===== config.mk =====
export PLATFORM = sky130hd
export DESIGN_NAME = ttt_game_ctrl_flat
export DESIGN_NICKNAME = d
export VERILOG_FILES = /design/src/rtl/ttt_game_ctrl_if.sv /design/src/rtl/ttt_game_ctrl.sv /design/src/flat_wrapper.sv
export SDC_FILE = /design/constraint.sdc
export NUM_CORES = 1
export LEC_CHECK = 0
export ABC_AREA = 0
export CAP_MARGIN = 20
export CORE_MARGIN = 2
export CORE_UTILIZATION = 45
export CTS_CLUSTER_SIZE = 25
export DETAILED_ROUTE_END_ITERATION = 16
export PLACE_DENSITY = 0.69
export SYNTH_ARGS = -nofsm -noshare
export SYNTH_HDL_FRONTEND = slang
export SYNTH_SLANG_ARGS = --single-unit

===== constraint.sdc =====
create_clock -name clk -period 2.8 [get_ports clk]
set_input_delay 0.56 -clock clk [delete_from_list [all_inputs] [get_ports clk]]
set_output_delay 0.56 -clock clk [all_outputs]
set_load 0.05 [all_outputs]

===== src/rtl/ttt_game_ctrl_if.sv =====
// Game-controller bus: start/turn handshake, AI lookup input and board/result outputs.
interface ttt_game_ctrl_if;
  logic       start;
  logic       player_valid;
  logic [8:0] player_move;
  logic       player_ready;
  logic [8:0] ai_move;
  logic [8:0] x_state;
  logic [8:0] o_state;
  logic       illegal;
  logic       game_over;
  logic [1:0] winner;

  modport master (
    output start, player_valid, player_move, ai_move,
    input  player_ready, x_state, o_state, illegal, game_over, winner
  );

  modport slave (
    input  start, player_valid, player_move, ai_move,
    output player_ready, x_state, o_state, illegal, game_over, winner
  );
endinterface


===== src/rtl/ttt_game_ctrl.sv =====
// Tic-tac-toe turn controller: AI plays X (with fallback), player plays O.
// Optional player-move forfeit timer enabled by defining TTT_MOVE_TIMEOUT_EN.
module ttt_game_ctrl #(
  parameter int AI_WAIT        = 2,
  parameter int TIMEOUT_CYCLES = 1000
) (
  input logic           clk,
  input logic           rst_n,
  ttt_game_ctrl_if.slave bus
);

  typedef enum logic [2:0] {
    IDLE, AI_WAIT_S, AI_APPLY, CHECK_X, PLAYER, CHECK_O, DONE
  } state_t;

  localparam logic [3:0] WAIT_LOAD = 4'(AI_WAIT);

  state_t     state, state_next;
  logic [8:0] x_board, x_next;
  logic [8:0] o_board, o_next;
  logic [1:0] result, result_next;
  logic       illegal_flag, illegal_next;
  logic [3:0] wait_cnt, wait_next;
  logic [8:0] occupied;
  logic       move_ok;
  logic       ai_ok;

`ifdef TTT_MOVE_TIMEOUT_EN
  localparam int TO_W = (TIMEOUT_CYCLES > 1) ? $clog2(TIMEOUT_CYCLES + 1) : 1;
  logic [TO_W-1:0] to_cnt, to_next;
  logic            timeout_hit;
  assign timeout_hit = (to_cnt == TO_W'(TIMEOUT_CYCLES - 1));
`else
  logic unused_timeout;
  assign unused_timeout = ^TIMEOUT_CYCLES;
`endif

  function automatic logic is_onehot(input logic [8:0] v);
    return (v != 9'd0) && ((v & (v - 9'd1)) == 9'd0);
  endfunction

  function automatic logic has_line(input logic [8:0] b);
    return ((b & 9'h1C0) == 9'h1C0) || ((b & 9'h038) == 9'h038) ||
           ((b & 9'h007) == 9'h007) || ((b & 9'h124) == 9'h124) ||
           ((b & 9'h092) == 9'h092) || ((b & 9'h049) == 9'h049) ||
           ((b & 9'h111) == 9'h111) || ((b & 9'h054) == 9'h054);
  endfunction

  // Later (higher) indices overwrite earlier ones, so the top empty cell wins.
  function automatic logic [8:0] highest_empty(input logic [8:0] empty);
    logic [8:0] pick;
    pick = 9'd0;
    for (int i = 0; i < 9; i++) begin
      if (empty[i]) pick = 9'd1 << i;
    end
    return pick;
  endfunction

  assign occupied = x_board | o_board;
  assign move_ok  = is_onehot(bus.player_move) && ((bus.player_move & occupied) == 9'd0);
  assign ai_ok    = is_onehot(bus.ai_move) && ((bus.ai_move & occupied) == 9'd0);

  always_ff @(posedge clk or negedge rst_n) begin
    if (!rst_n) begin
      state        <= IDLE;
      x_board      <= 9'd0;
      o_board      <= 9'd0;
      result       <= 2'b00;
      illegal_flag <= 1'b0;
      wait_cnt     <= 4'd0;
`ifdef TTT_MOVE_TIMEOUT_EN
      to_cnt       <= '0;
`endif
    end else begin
      state        <= state_next;
      x_board      <= x_next;
      o_board      <= o_next;
      result       <= result_next;
      illegal_flag <= illegal_next;
      wait_cnt     <= wait_next;
`ifdef TTT_MOVE_TIMEOUT_EN
      to_cnt       <= to_next;
`endif
    end
  end

  always_comb begin
    state_next   = state;
    x_next       = x_board;
    o_next       = o_board;
    result_next  = result;
    illegal_next = 1'b0;
    wait_next    = wait_cnt;
`ifdef TTT_MOVE_TIMEOUT_EN
    to_next      = to_cnt;
`endif
    case (state)
      IDLE, DONE: begin
        if (bus.start) begin
          x_next      = 9'd0;
          o_next      = 9'd0;
          result_next = 2'b00;
          wait_next   = WAIT_LOAD;
          state_next  = AI_WAIT_S;
        end
      end
      AI_WAIT_S: begin
        if (wait_cnt <= 4'd1) begin
          wait_next  = 4'd0;
          state_next = AI_APPLY;
        end else begin
          wait_next = wait_cnt - 4'd1;
        end
      end
      AI_APPLY: begin
        x_next     = x_board | (ai_ok ? bus.ai_move : highest_empty(~occupied));
        state_next = CHECK_X;
      end
      CHECK_X: begin
        if (has_line(x_board)) begin
          result_next = 2'b01;
          state_next  = DONE;
        end else if (occupied == 9'h1FF) begin
          result_next = 2'b00;
          state_next  = DONE;
        end else begin
          state_next = PLAYER;
`ifdef TTT_MOVE_TIMEOUT_EN
          to_next    = '0;
`endif
        end
      end
      PLAYER: begin
        // An accepted move beats a timer expiring in the same cycle.
        if (bus.player_valid && move_ok) begin
          o_next     = o_board | bus.player_move;
          state_next = CHECK_O;
        end else begin
          if (bus.player_valid) illegal_next = 1'b1;
`ifdef TTT_MOVE_TIMEOUT_EN
          if (timeout_hit) begin
            result_next = 2'b01;
            state_next  = DONE;
          end else begin
            to_next = to_cnt + 1'b1;
          end
`endif
        end
      end
      CHECK_O: begin
        if (has_line(o_board)) begin
          result_next = 2'b10;
          state_next  = DONE;
        end else if (occupied == 9'h1FF) begin
          result_next = 2'b00;
          state_next  = DONE;
        end else begin
          wait_next  = WAIT_LOAD;
          state_next = AI_WAIT_S;
        end
      end
      default: state_next = IDLE;
    endcase
  end

  assign bus.x_state      = x_board;
  assign bus.o_state      = o_board;
  assign bus.player_ready = (state == PLAYER);
  assign bus.game_over    = (state == DONE);
  assign bus.winner       = result;
  assign bus.illegal      = illegal_flag;

endmodule


===== src/flat_wrapper.sv =====
// flat-port wrapper written by rule: the top's interface ports become plain ports
module ttt_game_ctrl_flat 
#(
  parameter int AI_WAIT        = 2,
  parameter int TIMEOUT_CYCLES = 1000
)
  (clk, rst_n, bus_start, bus_player_valid, bus_player_move, bus_ai_move, bus_player_ready, bus_x_state, bus_o_state, bus_illegal, bus_game_over, bus_winner);
  ttt_game_ctrl_if bus_i ();
  input logic clk;
  input logic rst_n;
  input wire logic [$bits(bus_i.start)-1:0] bus_start;
  input wire logic [$bits(bus_i.player_valid)-1:0] bus_player_valid;
  input wire logic [$bits(bus_i.player_move)-1:0] bus_player_move;
  input wire logic [$bits(bus_i.ai_move)-1:0] bus_ai_move;
  output wire logic [$bits(bus_i.player_ready)-1:0] bus_player_ready;
  output wire logic [$bits(bus_i.x_state)-1:0] bus_x_state;
  output wire logic [$bits(bus_i.o_state)-1:0] bus_o_state;
  output wire logic [$bits(bus_i.illegal)-1:0] bus_illegal;
  output wire logic [$bits(bus_i.game_over)-1:0] bus_game_over;
  output wire logic [$bits(bus_i.winner)-1:0] bus_winner;
  assign bus_i.start = bus_start;
  assign bus_i.player_valid = bus_player_valid;
  assign bus_i.player_move = bus_player_move;
  assign bus_i.ai_move = bus_ai_move;
  assign bus_player_ready = bus_i.player_ready;
  assign bus_x_state = bus_i.x_state;
  assign bus_o_state = bus_i.o_state;
  assign bus_illegal = bus_i.illegal;
  assign bus_game_over = bus_i.game_over;
  assign bus_winner = bus_i.winner;
  ttt_game_ctrl #(.AI_WAIT(AI_WAIT), .TIMEOUT_CYCLES(TIMEOUT_CYCLES)) u_core (.clk(clk), .rst_n(rst_n), .bus(bus_i));
endmodule

After elaboration in Yosys (flattened, before gate mapping)
Index checks and enable logic that the tools add are counted.

Add/subtract/negate cells: 3. $lt $le $gt $ge: 1. Eq/ne operators: 28. Muxes and demuxes: 36. Bitwise operators: 8. Reduce and logical (&&, ||, !) cells: 36.

Operators by type and width (number): $eq A3 B3 Y1 const B (19); $mux W9 (5); $and A9 B9 Y9 (4); $logic_not A9 Y1 (4); $pmux W9 S2 (2); $or A9 B9 Y9 (3); $mux W3 (7); $mux W4 (5); $pmux W3 S6 (1); $reduce_bool A9 Y1 (2); $sub A9 B1 Y9 const B (2); $logic_or A1 B1 Y1 (14); $mux W2 (6); $pmux W4 S3 (1); $eq A9 B9 Y1 const B (1); $not A9 Y9 (1); $mux W8 (1); $mux W7 (1); $eq A3 B2 Y1 const B (2); $mux W6 (1); $ne A2 B2 Y1 const B (3); $pmux W2 S3 (1); $reduce_and A3 Y1 (2); $reduce_bool A3 Y1 (2); 12 further kinds (22).

Register bits after elaboration: 28. Output and inout bits: 23.

Logic depth before layout (Yosys ltp)
Gate-level depths: netlist of the first run.

Depth in word-level cells: 15. Gate-level depth with buffers: 7. Mapped depth without buffers: 6.

Least setup slack after synthesis of the first run
Ideal clock, no wire load.

Path kind: flip-flop to flip-flop. Start point: register u_core.state[2]. End point: register u_core.o_board[6], in the netlist u_core.bus.o_state[6]. Library setup time: 0.068 ns. Arrival: 2.488 ns. Slack: 0.244 ns. Cell stages (with the launch flop): 7. Path buffers: 1. Period minus slack after synthesis: 2.556 ns. Path through: dfrtp_1 > clkbuf_1 > inv_1 > nor3_1 > nand2_1 > nor2_4 > a22o_1.

Elaborated cells between the ends (all ways): 9.

RTL lines: from (decl) (RTL line ttt_game_ctrl.sv:18) `state_t state, state_next;`; from (signal assigned) (RTL line ttt_game_ctrl.sv:75) `state <= state_next;`; $eq A3 B3 Y1 (*); net bus_player_ready (RTL line flat_wrapper.sv:15) `output wire logic [$bits(bus_i.player_ready)-1:0] bus_player_ready;`; $ne A2 B1 Y1 (no source line) / $reduce_bool A2 Y1 (equally long branches); $reduce_and A3 Y1 (no source line); to (signal assigned) (RTL line ttt_game_ctrl.sv:77) `o_board <= o_next;`; to (decl) (RTL line ttt_game_ctrl.sv:20) `logic [8:0] o_board, o_next;`.

The timed path passes the listed nets; every way through them passes the cells marked *. A chain may end at the register's enable or synchronous reset.

Final worst setup path of the first run
Start point: register u_core.state[1]. End point: output bus_game_over.

Cells in the longest elaborated chain, start to end: 1.

RTL lines: $eq A3 B3 Y1 (RTL line ttt_game_ctrl.sv:169) `assign bus.game_over = (state == DONE);`; to (decl) (RTL line flat_wrapper.sv:19) `output wire logic [$bits(bus_i.game_over)-1:0] bus_game_over;`.

Every way passes these cells.

==> run_summary.xml, run 1 <==
<?xml version="1.0" encoding="UTF-8"?>
<metrics>
  <group name="sta">
    <metric name="fmax" unit="GHz">0.410</metric>
    <metric name="clock_skew" unit="ns">0.00454</metric>
    <metric name="finalSetupViolations" unit="">0</metric>
    <metric name="finalHoldViolations" unit="">0</metric>
    <metric name="relative_slew_slack" unit="">0.395</metric>
    <metric name="worstMarginPinSlew" unit="ns">0.901</metric>
    <metric name="drv_slew" unit="">0</metric>
    <metric name="totalNegativeSetupSlack" unit="ns">0</metric>
    <metric name="grt_setup_unrepaired" unit="">false</metric>
    <metric name="post-route-period-util" unit="">0.872</metric>
    <metric name="tmin_final" unit="ns">2.44</metric>
  </group>
  <group name="die">
    <metric name="die_area" unit="mm²">0.00476</metric>
    <metric name="chip_width" unit="µm">69.0</metric>
    <metric name="floorplan.io_pins" unit="">45</metric>
    <metric name="std_cell_core_area" unit="mm²">0.00403</metric>
    <metric name="die-height" unit="µm">69.0</metric>
    <metric name="starting_utilization_of_the_core_area" unit="">0.472</metric>
    <metric name="rows" unit="">23</metric>
  </group>
  <group name="synthesis">
    <metric name="ys_ff_latch" unit="">28</metric>
    <metric name="synth_edf_count" unit="">0</metric>
    <metric name="synth_top_area_cells" unit="">sky130_fd_sc_hd__dfrtp_1 37%, sky130_fd_sc_hd__a22o_1 8.8%, sky130_fd_sc_hd__nand3_1 4.7%</metric>
    <metric name="synth-seq-area-share" unit="">0.368</metric>
    <metric name="warnings_from_yosys" unit="">0</metric>
    <metric name="synth-async-reset-ratio" unit="">1.00</metric>
    <metric name="netlist.area_leader.share" unit="">0.368</metric>
    <metric name="postSynthCellCount" unit="">220</metric>
    <metric name="syn_area" unit="mm²">0.00190</metric>
    <metric name="mappedNetlistNets" unit="">244</metric>
    <metric name="yosys.area.top_type" unit="">sky130_fd_sc_hd__dfrtp_1</metric>
    <metric name="post_synth.cell_area_avg" unit="µm²">8.64</metric>
    <metric name="netlist-cell-type-count" unit="">53</metric>
    <metric name="synth_flop_cell" unit="">sky130_fd_sc_hd__dfrtp_1</metric>
  </group>
  <group name="grt">
    <metric name="grt_util_all_layers" unit="">0.220</metric>
    <metric name="initial_antenna_violation_count" unit="">0</metric>
    <metric name="grt_max_degree" unit="">29</metric>
    <metric name="wire_length_of_the_first_global_routing_pass" unit="mm">8.74</metric>
    <metric name="aggregate_global_routing_overflow" unit="">0</metric>
    <metric name="first_global_vias" unit="">1814</metric>
  </group>
  <group name="setup_path">
    <metric name="critPathMaxStageDelay" unit="ns">0.83</metric>
    <metric name="critical_path.reg2reg.endpoint" unit="">u_core.wait_cnt[1]</metric>
    <metric name="critical_path.startpoint" unit="">u_core.state[1]</metric>
    <metric name="reg2reg_slack" unit="ns">0.65</metric>
    <metric name="rr_startpoint" unit="">u_core.bus.o_state[8]</metric>
    <metric name="timing.critical_path.to" unit="">bus_game_over</metric>
    <metric name="critical_path_cell_count" unit="">3</metric>
    <metric name="cp_slowest_cell" unit="">sky130_fd_sc_hd__clkdlybuf4s50_1</metric>
    <metric name="critPathArrivalTime" unit="ns">1.88</metric>
    <metric name="endpoint_kind" unit="">primary output</metric>
    <metric name="top_delay_family_on_crit_path" unit="">buffers and inverters</metric>
    <metric name="path_max_fanout" unit="">6</metric>
    <metric name="crit_path_cell_trace" unit="">inv_1 &gt; nor3_1 &gt; clkdlybuf4s50_1</metric>
    <metric name="worst_r2r_path_depth" unit="">6</metric>
    <metric name="critical_path.startpoint_type" unit="">flip-flop</metric>
    <metric name="setup.worst_path.class" unit="">reg -&gt; out</metric>
    <metric name="crit_buf_inv" unit="">2</metric>
    <metric name="worst-endpoint-required" unit="ns">2.24</metric>
  </group>
  <group name="placement">
    <metric name="gpl.final_weighted_congestion" unit="">0.834</metric>
    <metric name="placement.io_buffers" unit="">44</metric>
    <metric name="post-dp-hpwl" unit="mm">3.79</metric>
  </group>
  <group name="final_layout">
    <metric name="final_util" unit="">0.612</metric>
    <metric name="final_common_cell" unit="">sky130_fd_sc_hd__clkdlybuf4s50_1</metric>
    <metric name="area.growth.synth_to_final" unit="%">29.6</metric>
    <metric name="layout-drive-gt1-share" unit="">0.0755</metric>
    <metric name="final_net_count" unit="">290</metric>
    <metric name="mostFrequentLayoutCells" unit="">44 x sky130_fd_sc_hd__clkdlybuf4s50_1, 28 x sky130_fd_sc_hd__dfrtp_1, 21 x sky130_fd_sc_hd__nor2_1</metric>
    <metric name="antennaDiodeCount" unit="">0</metric>
  </group>
  <group name="routing">
    <metric name="total_wire_length_after_detailed_routing" unit="mm">5.26</metric>
    <metric name="remaining_drc_errors" unit="">0</metric>
    <metric name="drt.antenna.violating_nets" unit="">0</metric>
    <metric name="firstDrtPassIters" unit="">4</metric>
    <metric name="route.detailed.wl_per_inst" unit="µm">16.7</metric>
    <metric name="routed-via-count" unit="">1977</metric>
    <metric name="drt_iter0_drc" unit="">232</metric>
    <metric name="route.detailed.vias_per_inst" unit="">6.28</metric>
  </group>
  <group name="pwr">
    <metric name="vdd_drop_max" unit="mV">0.181</metric>
    <metric name="pwr_density_cell" unit="mW/mm²">581</metric>
    <metric name="power.leakage" unit="µW">0.000998</metric>
  </group>
  <group name="clock_network">
    <metric name="cts_sink_count" unit="">28</metric>
    <metric name="post_cts_buffers" unit="">0</metric>
    <metric name="post_cts_resized" unit="">0</metric>
    <metric name="max-clock-path-buffers" unit="">2</metric>
    <metric name="clock_latency" unit="ns">0.28</metric>
    <metric name="ctsRootBufferMaster" unit="">sky130_fd_sc_hd__clkbuf_8</metric>
    <metric name="cts_tree" unit="">done</metric>
    <metric name="h-tree-depth" unit="">1</metric>
    <metric name="cts_buf_count" unit="">3</metric>
    <metric name="postCtsHoldBufs" unit="">0</metric>
    <metric name="clkSlewWorstSetupHoldPaths" unit="ns">0.10</metric>
  </group>
  <group name="run">
    <metric name="cap_violations" unit="">0</metric>
  </group>
  <group name="min_path">
    <metric name="hold_path_class" unit="">reg -&gt; reg</metric>
  </group>
  <group name="outcome">
    <metric name="status" unit="">complete, no violations</metric>
  </group>
</metrics>
## routing by layer
metal	global-route usage	wire [µm]	vias to the layer above
met5	0	0	-
met4	0.0610	69	0
met3	0.0249	303	8
met2	0.353	2440	73
met1	0.315	2450	954
li1	-	-	942
## registers in the layout, summed over array words and instances, names as in the netlist
| register | flops |
|---|---|
| u_core.bus.winner | 2 |
| u_core.bus.illegal | 1 |
| u_core.bus.x_state | 9 |
| u_core.state | 3 |
| u_core.wait_cnt | 4 |
| u_core.bus.o_state | 9 |
## worst register-to-register path, delay by kind of cell (launching register included)
| kind | cells | cell delay, ns |
|---|---|---|
| AOI/OAI and AO/OA | 6 | 1.53 |
| DFF | 1 | 0.53 |
## where the power goes
group | switching, µW | internal (µW) | total, µW
Clock | 129 | 126 | 255
Sequential | 82.4 | 468 | 550
Combinational | 380 | 247 | 627
Total | 591 | 841 | 1430
## worst min-delay path by stage
stage	cells after the start	startpoint	end	slack, ns
finish	1	u_core.wait_cnt[1]	u_core.wait_cnt[1]	0.58
detailed placement	1	u_core.wait_cnt[1]	u_core.wait_cnt[1]	0.58
floorplan	0	rst_n	u_core.bus.illegal	0.26
global placement	1	u_core.wait_cnt[1]	u_core.wait_cnt[1]	0.57
CTS	1	u_core.wait_cnt[1]	u_core.wait_cnt[1]	0.59
global route	1	u_core.wait_cnt[1]	u_core.wait_cnt[1]	0.61
## layout make-up
| type | instances | area [µm²] |
|---|---|---|
| tap | 50 | 62.6 |
| clock buffer | 4 | 55.1 |
| fill | 360 | 1560 |
| inverter | 6 | 22.5 |
| multi-input combinational | 176 | 1130 |
| timing repair buffer | 51 | 493 |
| sequential | 28 | 701 |
## cell usage after synthesis, types with 2 or more instances
cell,n
sky130_fd_sc_hd__o22ai_1,3
sky130_fd_sc_hd__o21ai_1,3
sky130_fd_sc_hd__nand2_1,19
sky130_fd_sc_hd__o31a_1,3
sky130_fd_sc_hd__o21ai_0,17
sky130_fd_sc_hd__a21oi_1,6
sky130_fd_sc_hd__and3_1,2
sky130_fd_sc_hd__a21o_1,3
sky130_fd_sc_hd__nor3b_1,2
sky130_fd_sc_hd__o32ai_1,2
sky130_fd_sc_hd__nor3_1,7
sky130_fd_sc_hd__o31ai_1,6
sky130_fd_sc_hd__inv_1,6
sky130_fd_sc_hd__nor4_1,2
sky130_fd_sc_hd__or4_1,2
sky130_fd_sc_hd__a22o_1,19
sky130_fd_sc_hd__clkbuf_1,7
sky130_fd_sc_hd__dfrtp_1,28
sky130_fd_sc_hd__nand4_1,2
sky130_fd_sc_hd__o211ai_1,6
sky130_fd_sc_hd__nor2_1,21
sky130_fd_sc_hd__nand3_1,18
sky130_fd_sc_hd__ha_1,2
sky130_fd_sc_hd__a211oi_1,3
sky130_fd_sc_hd__buf_2,2
sky130_fd_sc_hd__nand4b_1,2
## per-stage QoR
step           hold slack [ns]  cell area [µm²]  worst slack (ns)  power (µW)  instances
4_1_cts                  0.588             2460             0.363        1430        315
3_5_place_dp             0.576             2410            0.0953        1180        311
2_1_floorplan            0.264             1900             0.244         980        220
5_1_grt                  0.605             2460             0.238        1530        315
3_3_place_gp             0.572             2410             0.147        1180        311
6_report                 0.584             2460             0.359        1430        315
## kinds of logic after synthesis
logic type / Yosys count / synth area share
buf+inv: 16 / 0.0368
simple gates: 90 / 0.256
compound gates: 80 / 0.306
xor+xnor: 2 / 0.00921
fa+ha+maj: 3 / 0.0184
mux: 1 / 0.00526
flops: 28 / 0.368
Power figures use the tool's default switching activity.
==> run 2, diff against run 1 <==
- CORE_ASPECT_RATIO: default -> 0.7
==> run_summary.xml, run 2 (synthesized netlist as in run 1, its figures left out) <==
<?xml version="1.0" encoding="UTF-8"?>
<metrics>
  <group name="final_layout">
    <metric name="layoutNonFillerInstCount" unit="">316</metric>
    <metric name="antennaDiodeCount" unit="">0</metric>
    <metric name="design_area" unit="mm²">0.00246</metric>
    <metric name="final_util" unit="">0.616</metric>
    <metric name="area.growth.synth_to_final" unit="%">29.3</metric>
    <metric name="mostFrequentLayoutCells" unit="">44 x sky130_fd_sc_hd__clkdlybuf4s50_1, 28 x sky130_fd_sc_hd__dfrtp_1, 21 x sky130_fd_sc_hd__nor2_1</metric>
    <metric name="final_net_count" unit="">289</metric>
    <metric name="final_common_cell" unit="">sky130_fd_sc_hd__clkdlybuf4s50_1</metric>
    <metric name="layout-drive-gt1-share" unit="">0.0720</metric>
  </group>
  <group name="routing">
    <metric name="routed-via-count" unit="">1961</metric>
    <metric name="drt.antenna.violating_nets" unit="">0</metric>
    <metric name="total_wire_length_after_detailed_routing" unit="mm">5.39</metric>
    <metric name="firstDrtPassIters" unit="">5</metric>
    <metric name="route.detailed.vias_per_inst" unit="">6.21</metric>
    <metric name="remaining_drc_errors" unit="">0</metric>
    <metric name="route.detailed.wl_per_inst" unit="µm">17.0</metric>
    <metric name="drt_iter0_drc" unit="">162</metric>
  </group>
  <group name="pwr">
    <metric name="p_sw" unit="µW">597</metric>
    <metric name="vdd_drop_max" unit="mV">0.417</metric>
    <metric name="p_comb_frac" unit="">0.413</metric>
    <metric name="p_int" unit="µW">828</metric>
    <metric name="sw_frac_of_total" unit="">0.419</metric>
    <metric name="pwr-share-clk" unit="">0.180</metric>
    <metric name="design_power_total" unit="µW">1430</metric>
    <metric name="power.leakage" unit="µW">0.000994</metric>
    <metric name="pwr_density_cell" unit="mW/mm²">580</metric>
    <metric name="pwr-share-seq" unit="">0.407</metric>
  </group>
  <group name="setup_path">
    <metric name="critical_path.startpoint_type" unit="">flip-flop</metric>
    <metric name="endpoint_kind" unit="">primary output</metric>
    <metric name="cp_slowest_cell" unit="">sky130_fd_sc_hd__clkdlybuf4s50_1</metric>
    <metric name="worst-endpoint-required" unit="ns">2.24</metric>
    <metric name="path_max_fanout" unit="">11</metric>
    <metric name="top_delay_family_on_crit_path" unit="">buffers and inverters</metric>
    <metric name="setup.worst_path.class" unit="">reg -&gt; out</metric>
    <metric name="crit_path_cell_trace" unit="">inv_1 &gt; nor3_1 &gt; clkdlybuf4s50_1</metric>
    <metric name="critPathArrivalTime" unit="ns">2.12</metric>
    <metric name="critPathMaxStageDelay" unit="ns">0.85</metric>
    <metric name="crit_buf_inv" unit="">2</metric>
  </group>
  <group name="sta">
    <metric name="totalNegativeSetupSlack" unit="ns">0</metric>
    <metric name="post-route-period-util" unit="">0.957</metric>
    <metric name="grt_setup_unrepaired" unit="">false</metric>
    <metric name="drv_slew" unit="">0</metric>
    <metric name="tmin_final" unit="ns">2.68</metric>
    <metric name="finalSetupViolations" unit="">0</metric>
    <metric name="fmax" unit="GHz">0.373</metric>
    <metric name="finalHoldViolations" unit="">0</metric>
    <metric name="worstMarginPinSlew" unit="ns">0.509</metric>
    <metric name="relative_slew_slack" unit="">0.660</metric>
    <metric name="clock_skew" unit="ns">0.00853</metric>
  </group>
  <group name="run">
    <metric name="cap_violations" unit="">0</metric>
  </group>
  <group name="die">
    <metric name="chip_width" unit="µm">81.7</metric>
    <metric name="starting_utilization_of_the_core_area" unit="">0.476</metric>
    <metric name="die_area" unit="mm²">0.00477</metric>
    <metric name="rows" unit="">19</metric>
    <metric name="floorplan.io_pins" unit="">45</metric>
    <metric name="die-height" unit="µm">58.4</metric>
    <metric name="std_cell_core_area" unit="mm²">0.00399</metric>
  </group>
  <group name="clock_network">
    <metric name="cts_buf_count" unit="">3</metric>
    <metric name="post_cts_buffers" unit="">0</metric>
    <metric name="h-tree-depth" unit="">1</metric>
    <metric name="postCtsHoldBufs" unit="">0</metric>
    <metric name="clock_latency" unit="ns">0.28</metric>
    <metric name="cts_sink_count" unit="">28</metric>
    <metric name="max-clock-path-buffers" unit="">2</metric>
    <metric name="cts_tree" unit="">done</metric>
    <metric name="ctsRootBufferMaster" unit="">sky130_fd_sc_hd__clkbuf_8</metric>
    <metric name="post_cts_resized" unit="">0</metric>
    <metric name="clkSlewWorstSetupHoldPaths" unit="ns">0.10</metric>
  </group>
  <group name="placement">
    <metric name="dpl-instance-area" unit="mm²">0.00240</metric>
    <metric name="post-dp-hpwl" unit="mm">3.99</metric>
    <metric name="placement.io_buffers" unit="">44</metric>
    <metric name="gpl.final_weighted_congestion" unit="">0.872</metric>
    <metric name="placed_cells_incl_taps" unit="">312</metric>
  </group>
  <group name="grt">
    <metric name="aggregate_global_routing_overflow" unit="">0</metric>
    <metric name="first_global_vias" unit="">1684</metric>
    <metric name="initial_antenna_violation_count" unit="">0</metric>
    <metric name="grt_util_all_layers" unit="">0.238</metric>
    <metric name="wire_length_of_the_first_global_routing_pass" unit="mm">8.65</metric>
    <metric name="grt_max_degree" unit="">29</metric>
  </group>
  <group name="outcome">
    <metric name="status" unit="">complete, no violations</metric>
  </group>
  <group name="min_path">
    <metric name="hold_path_class" unit="">reg -&gt; reg</metric>
  </group>
</metrics>
-- run 2: cell count changes in the layout (fill, tap and decap cells not counted), sizes merged --
cell  previous run  this run
buf              7         6
-- run 2: path summary, 6_finish.rpt --
path	start	endpoint	slack, ns	depth (start not counted)
setup / recovery	u_core.state[2]	bus_player_ready	0.12	3
hold / removal	u_core.wait_cnt[1]	u_core.wait_cnt[1]	0.59	1
setup reg to reg	u_core.bus.o_state[2]	u_core.bus.o_state[4]	0.70	5
hold reg to reg	u_core.wait_cnt[1]	u_core.wait_cnt[1]	0.59	1
max in group asynchronous	rst_n	u_core.bus.x_state[5]	1.87	2
min in group asynchronous	rst_n	u_core.bus.winner[0]	0.66	2
-- run 2: power by group through the flow --
stage               combinational, µW  clock, µW  sequential [µW]
CTS                               585        265              578
global placement                  583          0              585
global route                      650        288              593
floorplan                         408          0              573
finish                            589        256              580
detailed placement                583          0              587
-- run 2: layout make-up --
cell class,count,area (µm²)
inverter,6,22.5
sequential,28,701
timing repair buffer,50,485
tap,52,65.1
clock buffer,4,55.1
multi-input combinational,176,1130
fill,365,1530
-- run 2: per-stage QoR --
stage | setup slack (ns) | hold slack [ns]
floorplan | 0.244 | 0.264
finish | 0.121 | 0.586
CTS | 0.135 | 0.592
global route | 0.00152 | 0.613
global placement | 0.114 | 0.573
detailed placement | 0.0703 | 0.568
-- run 2: routing by layer --
metal  track usage  wire length, µm
met3        0.0552              441
met5             0                0
met1         0.401             2790
met4        0.0452               34
met2         0.302             2120
==> run 3, diff against run 2 <==
- ABC_AREA: 0 -> 1
- PLACE_DENSITY: 0.69 -> 0.66
- clock period: 2.8 -> 3.3 ns (I/O delays scaled with it)
==> run_summary.xml, run 3 <==
<?xml version="1.0" encoding="UTF-8"?>
<metrics>
  <group name="synthesis">
    <metric name="synth_top_family_by_area" unit="">simple AND/OR/NAND/NOR gates</metric>
    <metric name="synth-seq-area-share" unit="">0.290</metric>
    <metric name="ys_ff_latch" unit="">28</metric>
    <metric name="post_synth_most_frequent_cells" unit="">143 x sky130_fd_sc_hd__nand2_1, 56 x sky130_fd_sc_hd__inv_1, 46 x sky130_fd_sc_hd__nor2_1</metric>
    <metric name="synth_top_area_cells" unit="">sky130_fd_sc_hd__dfrtp_1 29%, sky130_fd_sc_hd__nand2_1 22%, sky130_fd_sc_hd__inv_1 8.7%</metric>
    <metric name="post_synth_fa_ha_maj_area_fraction" unit="">0.0103</metric>
    <metric name="postSynthCellCount" unit="">403</metric>
    <metric name="netlist.area_leader.share" unit="">0.290</metric>
    <metric name="mappedNetlistNets" unit="">427</metric>
    <metric name="syn_area" unit="mm²">0.00242</metric>
    <metric name="synth-async-reset-ratio" unit="">1.00</metric>
    <metric name="synth-simple-area-share" unit="">0.493</metric>
    <metric name="yosys.area.top_type" unit="">sky130_fd_sc_hd__dfrtp_1</metric>
    <metric name="post_synth.cell_area_avg" unit="µm²">6.00</metric>
    <metric name="netlist-cell-type-count" unit="">28</metric>
    <metric name="synth_mux_area_frac" unit="">0</metric>
    <metric name="synth_flop_cell" unit="">sky130_fd_sc_hd__dfrtp_1</metric>
    <metric name="yosysMostFrequentCell" unit="">sky130_fd_sc_hd__nand2_1</metric>
    <metric name="synth_edf_count" unit="">0</metric>
    <metric name="synth_compound_gate_area_share" unit="">0.103</metric>
    <metric name="synthXorXnorAreaFrac" unit="">0</metric>
    <metric name="warnings_from_yosys" unit="">0</metric>
  </group>
  <group name="grt">
    <metric name="grt_max_degree" unit="">29</metric>
    <metric name="initial_antenna_violation_count" unit="">0</metric>
    <metric name="wire_length_of_the_first_global_routing_pass" unit="mm">12.5</metric>
    <metric name="grt_util_all_layers" unit="">0.262</metric>
    <metric name="aggregate_global_routing_overflow" unit="">0</metric>
    <metric name="first_global_vias" unit="">2509</metric>
  </group>
  <group name="final_layout">
    <metric name="design_area" unit="mm²">0.00300</metric>
    <metric name="fillers" unit="">529</metric>
    <metric name="seq_area" unit="µm²">701</metric>
    <metric name="final_common_cell" unit="">sky130_fd_sc_hd__nand2_1</metric>
    <metric name="area.growth.synth_to_final" unit="%">24.1</metric>
    <metric name="final_net_count" unit="">475</metric>
    <metric name="antennaDiodeCount" unit="">0</metric>
    <metric name="multi_input_logic_area" unit="mm²">0.00147</metric>
    <metric name="final_util" unit="">0.577</metric>
    <metric name="mostFrequentLayoutCells" unit="">143 x sky130_fd_sc_hd__nand2_1, 56 x sky130_fd_sc_hd__inv_1, 46 x sky130_fd_sc_hd__nor2_1</metric>
    <metric name="layout-drive-gt1-share" unit="">0.0800</metric>
    <metric name="layoutNonFillerInstCount" unit="">522</metric>
  </group>
  <group name="setup_path">
    <metric name="critPathMaxStageDelay" unit="ns">0.83</metric>
    <metric name="timing.critical_path.to" unit="">bus_player_ready</metric>
    <metric name="cpMostUsedCell" unit="">sky130_fd_sc_hd__inv_2</metric>
    <metric name="critical_path.startpoint" unit="">u_core.state[2]</metric>
    <metric name="cp_slowest_cell" unit="">sky130_fd_sc_hd__clkdlybuf4s50_1</metric>
    <metric name="worst-endpoint-required" unit="ns">2.64</metric>
    <metric name="critPathArrivalTime" unit="ns">1.97</metric>
    <metric name="critical_path_cell_count" unit="">5</metric>
    <metric name="reg2reg_slack" unit="ns">1.32</metric>
    <metric name="path_max_fanout" unit="">6</metric>
    <metric name="crit_buf_inv" unit="">3</metric>
    <metric name="endpoint_kind" unit="">primary output</metric>
    <metric name="crit_path_cell_trace" unit="">inv_2 &gt; nor2_1 &gt; inv_2 &gt; nor2_4 &gt; clkdlybuf4s50_1</metric>
    <metric name="top_delay_family_on_crit_path" unit="">buffers and inverters</metric>
    <metric name="critical_path.startpoint_type" unit="">flip-flop</metric>
    <metric name="critical_path.reg2reg.endpoint" unit="">u_core.bus.o_state[5]</metric>
    <metric name="rr_startpoint" unit="">u_core.bus.o_state[5]</metric>
    <metric name="worst_r2r_path_depth" unit="">12</metric>
    <metric name="setup.worst_path.class" unit="">reg -&gt; out</metric>
  </group>
  <group name="sta">
    <metric name="worstMarginPinSlew" unit="ns">0.510</metric>
    <metric name="post-route-period-util" unit="">0.796</metric>
    <metric name="totalNegativeSetupSlack" unit="ns">0</metric>
    <metric name="clock_skew" unit="ns">0.00615</metric>
    <metric name="final_setup_slack_of_the_worst_path" unit="ns">0.672</metric>
    <metric name="fmax" unit="GHz">0.380</metric>
    <metric name="grt_setup_unrepaired" unit="">false</metric>
    <metric name="relative_slew_slack" unit="">0.659</metric>
    <metric name="tmin_final" unit="ns">2.63</metric>
    <metric name="finalHoldViolations" unit="">0</metric>
    <metric name="drv_slew" unit="">0</metric>
    <metric name="finalSetupViolations" unit="">0</metric>
  </group>
  <group name="placement">
    <metric name="gpl.final_weighted_congestion" unit="">0.975</metric>
    <metric name="placed_cells_incl_taps" unit="">518</metric>
    <metric name="dpl-instance-area" unit="mm²">0.00293</metric>
    <metric name="post-dp-hpwl" unit="mm">5.87</metric>
    <metric name="detailedPlace.worstSlack" unit="ns">0.763</metric>
    <metric name="placement.io_buffers" unit="">44</metric>
  </group>
  <group name="die">
    <metric name="starting_utilization_of_the_core_area" unit="">0.465</metric>
    <metric name="floorplan.io_pins" unit="">45</metric>
    <metric name="std_cell_core_area" unit="mm²">0.00520</metric>
    <metric name="die-height" unit="µm">65.4</metric>
    <metric name="chip_width" unit="µm">91.6</metric>
    <metric name="rows" unit="">22</metric>
    <metric name="die_area" unit="mm²">0.00599</metric>
  </group>
  <group name="clock_network">
    <metric name="post_cts_resized" unit="">0</metric>
    <metric name="max-clock-path-buffers" unit="">2</metric>
    <metric name="ctsRootBufferMaster" unit="">sky130_fd_sc_hd__clkbuf_8</metric>
    <metric name="cts_tree" unit="">done</metric>
    <metric name="post_cts_buffers" unit="">0</metric>
    <metric name="postCtsHoldBufs" unit="">0</metric>
    <metric name="cts_sink_count" unit="">28</metric>
    <metric name="clkSlewWorstSetupHoldPaths" unit="ns">0.10</metric>
    <metric name="h-tree-depth" unit="">1</metric>
    <metric name="clock_latency" unit="ns">0.29</metric>
    <metric name="cts_buf_count" unit="">3</metric>
  </group>
  <group name="pwr">
    <metric name="power.leakage" unit="µW">0.00155</metric>
    <metric name="pwr_density_cell" unit="mW/mm²">654</metric>
    <metric name="vdd_drop_max" unit="mV">0.496</metric>
  </group>
  <group name="routing">
    <metric name="drt.antenna.violating_nets" unit="">0</metric>
    <metric name="met3_length" unit="µm">644</metric>
    <metric name="total_wire_length_after_detailed_routing" unit="mm">7.40</metric>
    <metric name="route.detailed.wl_per_inst" unit="µm">14.2</metric>
    <metric name="m1WireLength" unit="mm">3.80</metric>
    <metric name="firstDrtPassIters" unit="">4</metric>
    <metric name="dr_wl_met2" unit="mm">2.90</metric>
    <metric name="top_signal_layer_used" unit="">met4</metric>
    <metric name="routed-via-count" unit="">2732</metric>
    <metric name="remaining_drc_errors" unit="">0</metric>
    <metric name="drt_iter0_drc" unit="">206</metric>
    <metric name="route.detailed.vias_per_inst" unit="">5.23</metric>
  </group>
  <group name="min_path">
    <metric name="worstHoldPathCells" unit="">1</metric>
    <metric name="holdCritStartpoint" unit="">u_core.wait_cnt[0]</metric>
    <metric name="hold_path_class" unit="">reg -&gt; reg</metric>
  </group>
  <group name="outcome">
    <metric name="status" unit="">complete, no violations</metric>
  </group>
  <group name="run">
    <metric name="cap_violations" unit="">0</metric>
  </group>
</metrics>
run 3: cell types whose count changed in the layout (fill, tap and decap cells not counted), moves of 9 or more:
cell                      delta
sky130_fd_sc_hd__nand2_1   +124
sky130_fd_sc_hd__inv_1      +50
sky130_fd_sc_hd__nor2_1     +25
sky130_fd_sc_hd__a22o_1     -19
sky130_fd_sc_hd__nand3_1    +18
sky130_fd_sc_hd__nor2_2      +9
run 3: final cells by class:
type                    count  area share
clock buffers               3      0.0138
multi-input cells         313       0.489
clock inverters             1      0.0100
well taps                  72      0.0300
flip-flops and latches     28       0.233
repair buffers             45       0.149
inverters                  60      0.0750
run 3: per-layer routing:
metal / global-route usage / vias to the layer above
met5: 0 / -
met4: 0.0455 / 0
met3: 0.0493 / 6
met2: 0.383 / 112
met1: 0.403 / 1248
li1: - / 1366
run 3: worst min path at each step:
stage,endpoint,slack (ns)
after floorplan,u_core.bus.illegal,0.36
after global placement,u_core.wait_cnt[0],0.51
after detailed placement,u_core.wait_cnt[0],0.51
after CTS,u_core.wait_cnt[0],0.53
after global routing,u_core.wait_cnt[0],0.55
final,u_core.wait_cnt[0],0.53
run 3: where the power goes:
| part | total [µW] | internal [µW] | switching (µW) |
|---|---|---|---|
| Clock | 281 | 163 | 119 |
| Combinational | 1130 | 350 | 777 |
| Sequential | 553 | 426 | 127 |
| Total | 1960 | 939 | 1020 |
run 3: through the flow:
stage | total power, µW | hold WS, ns
after global routing | 2110 | 0.547
after floorplan | 1330 | 0.364
after CTS | 1950 | 0.528
final | 1960 | 0.526
after global placement | 1660 | 0.508
after detailed placement | 1670 | 0.508
run 3: logic make-up (layout without fill, tap and decap cells):
kind of cell | after synthesis | in the layout
simple gates | 267 | 267
buf+inv | 62 | 109
compound gates | 44 | 44
flops | 28 | 28
fa+ha+maj | 2 | 2
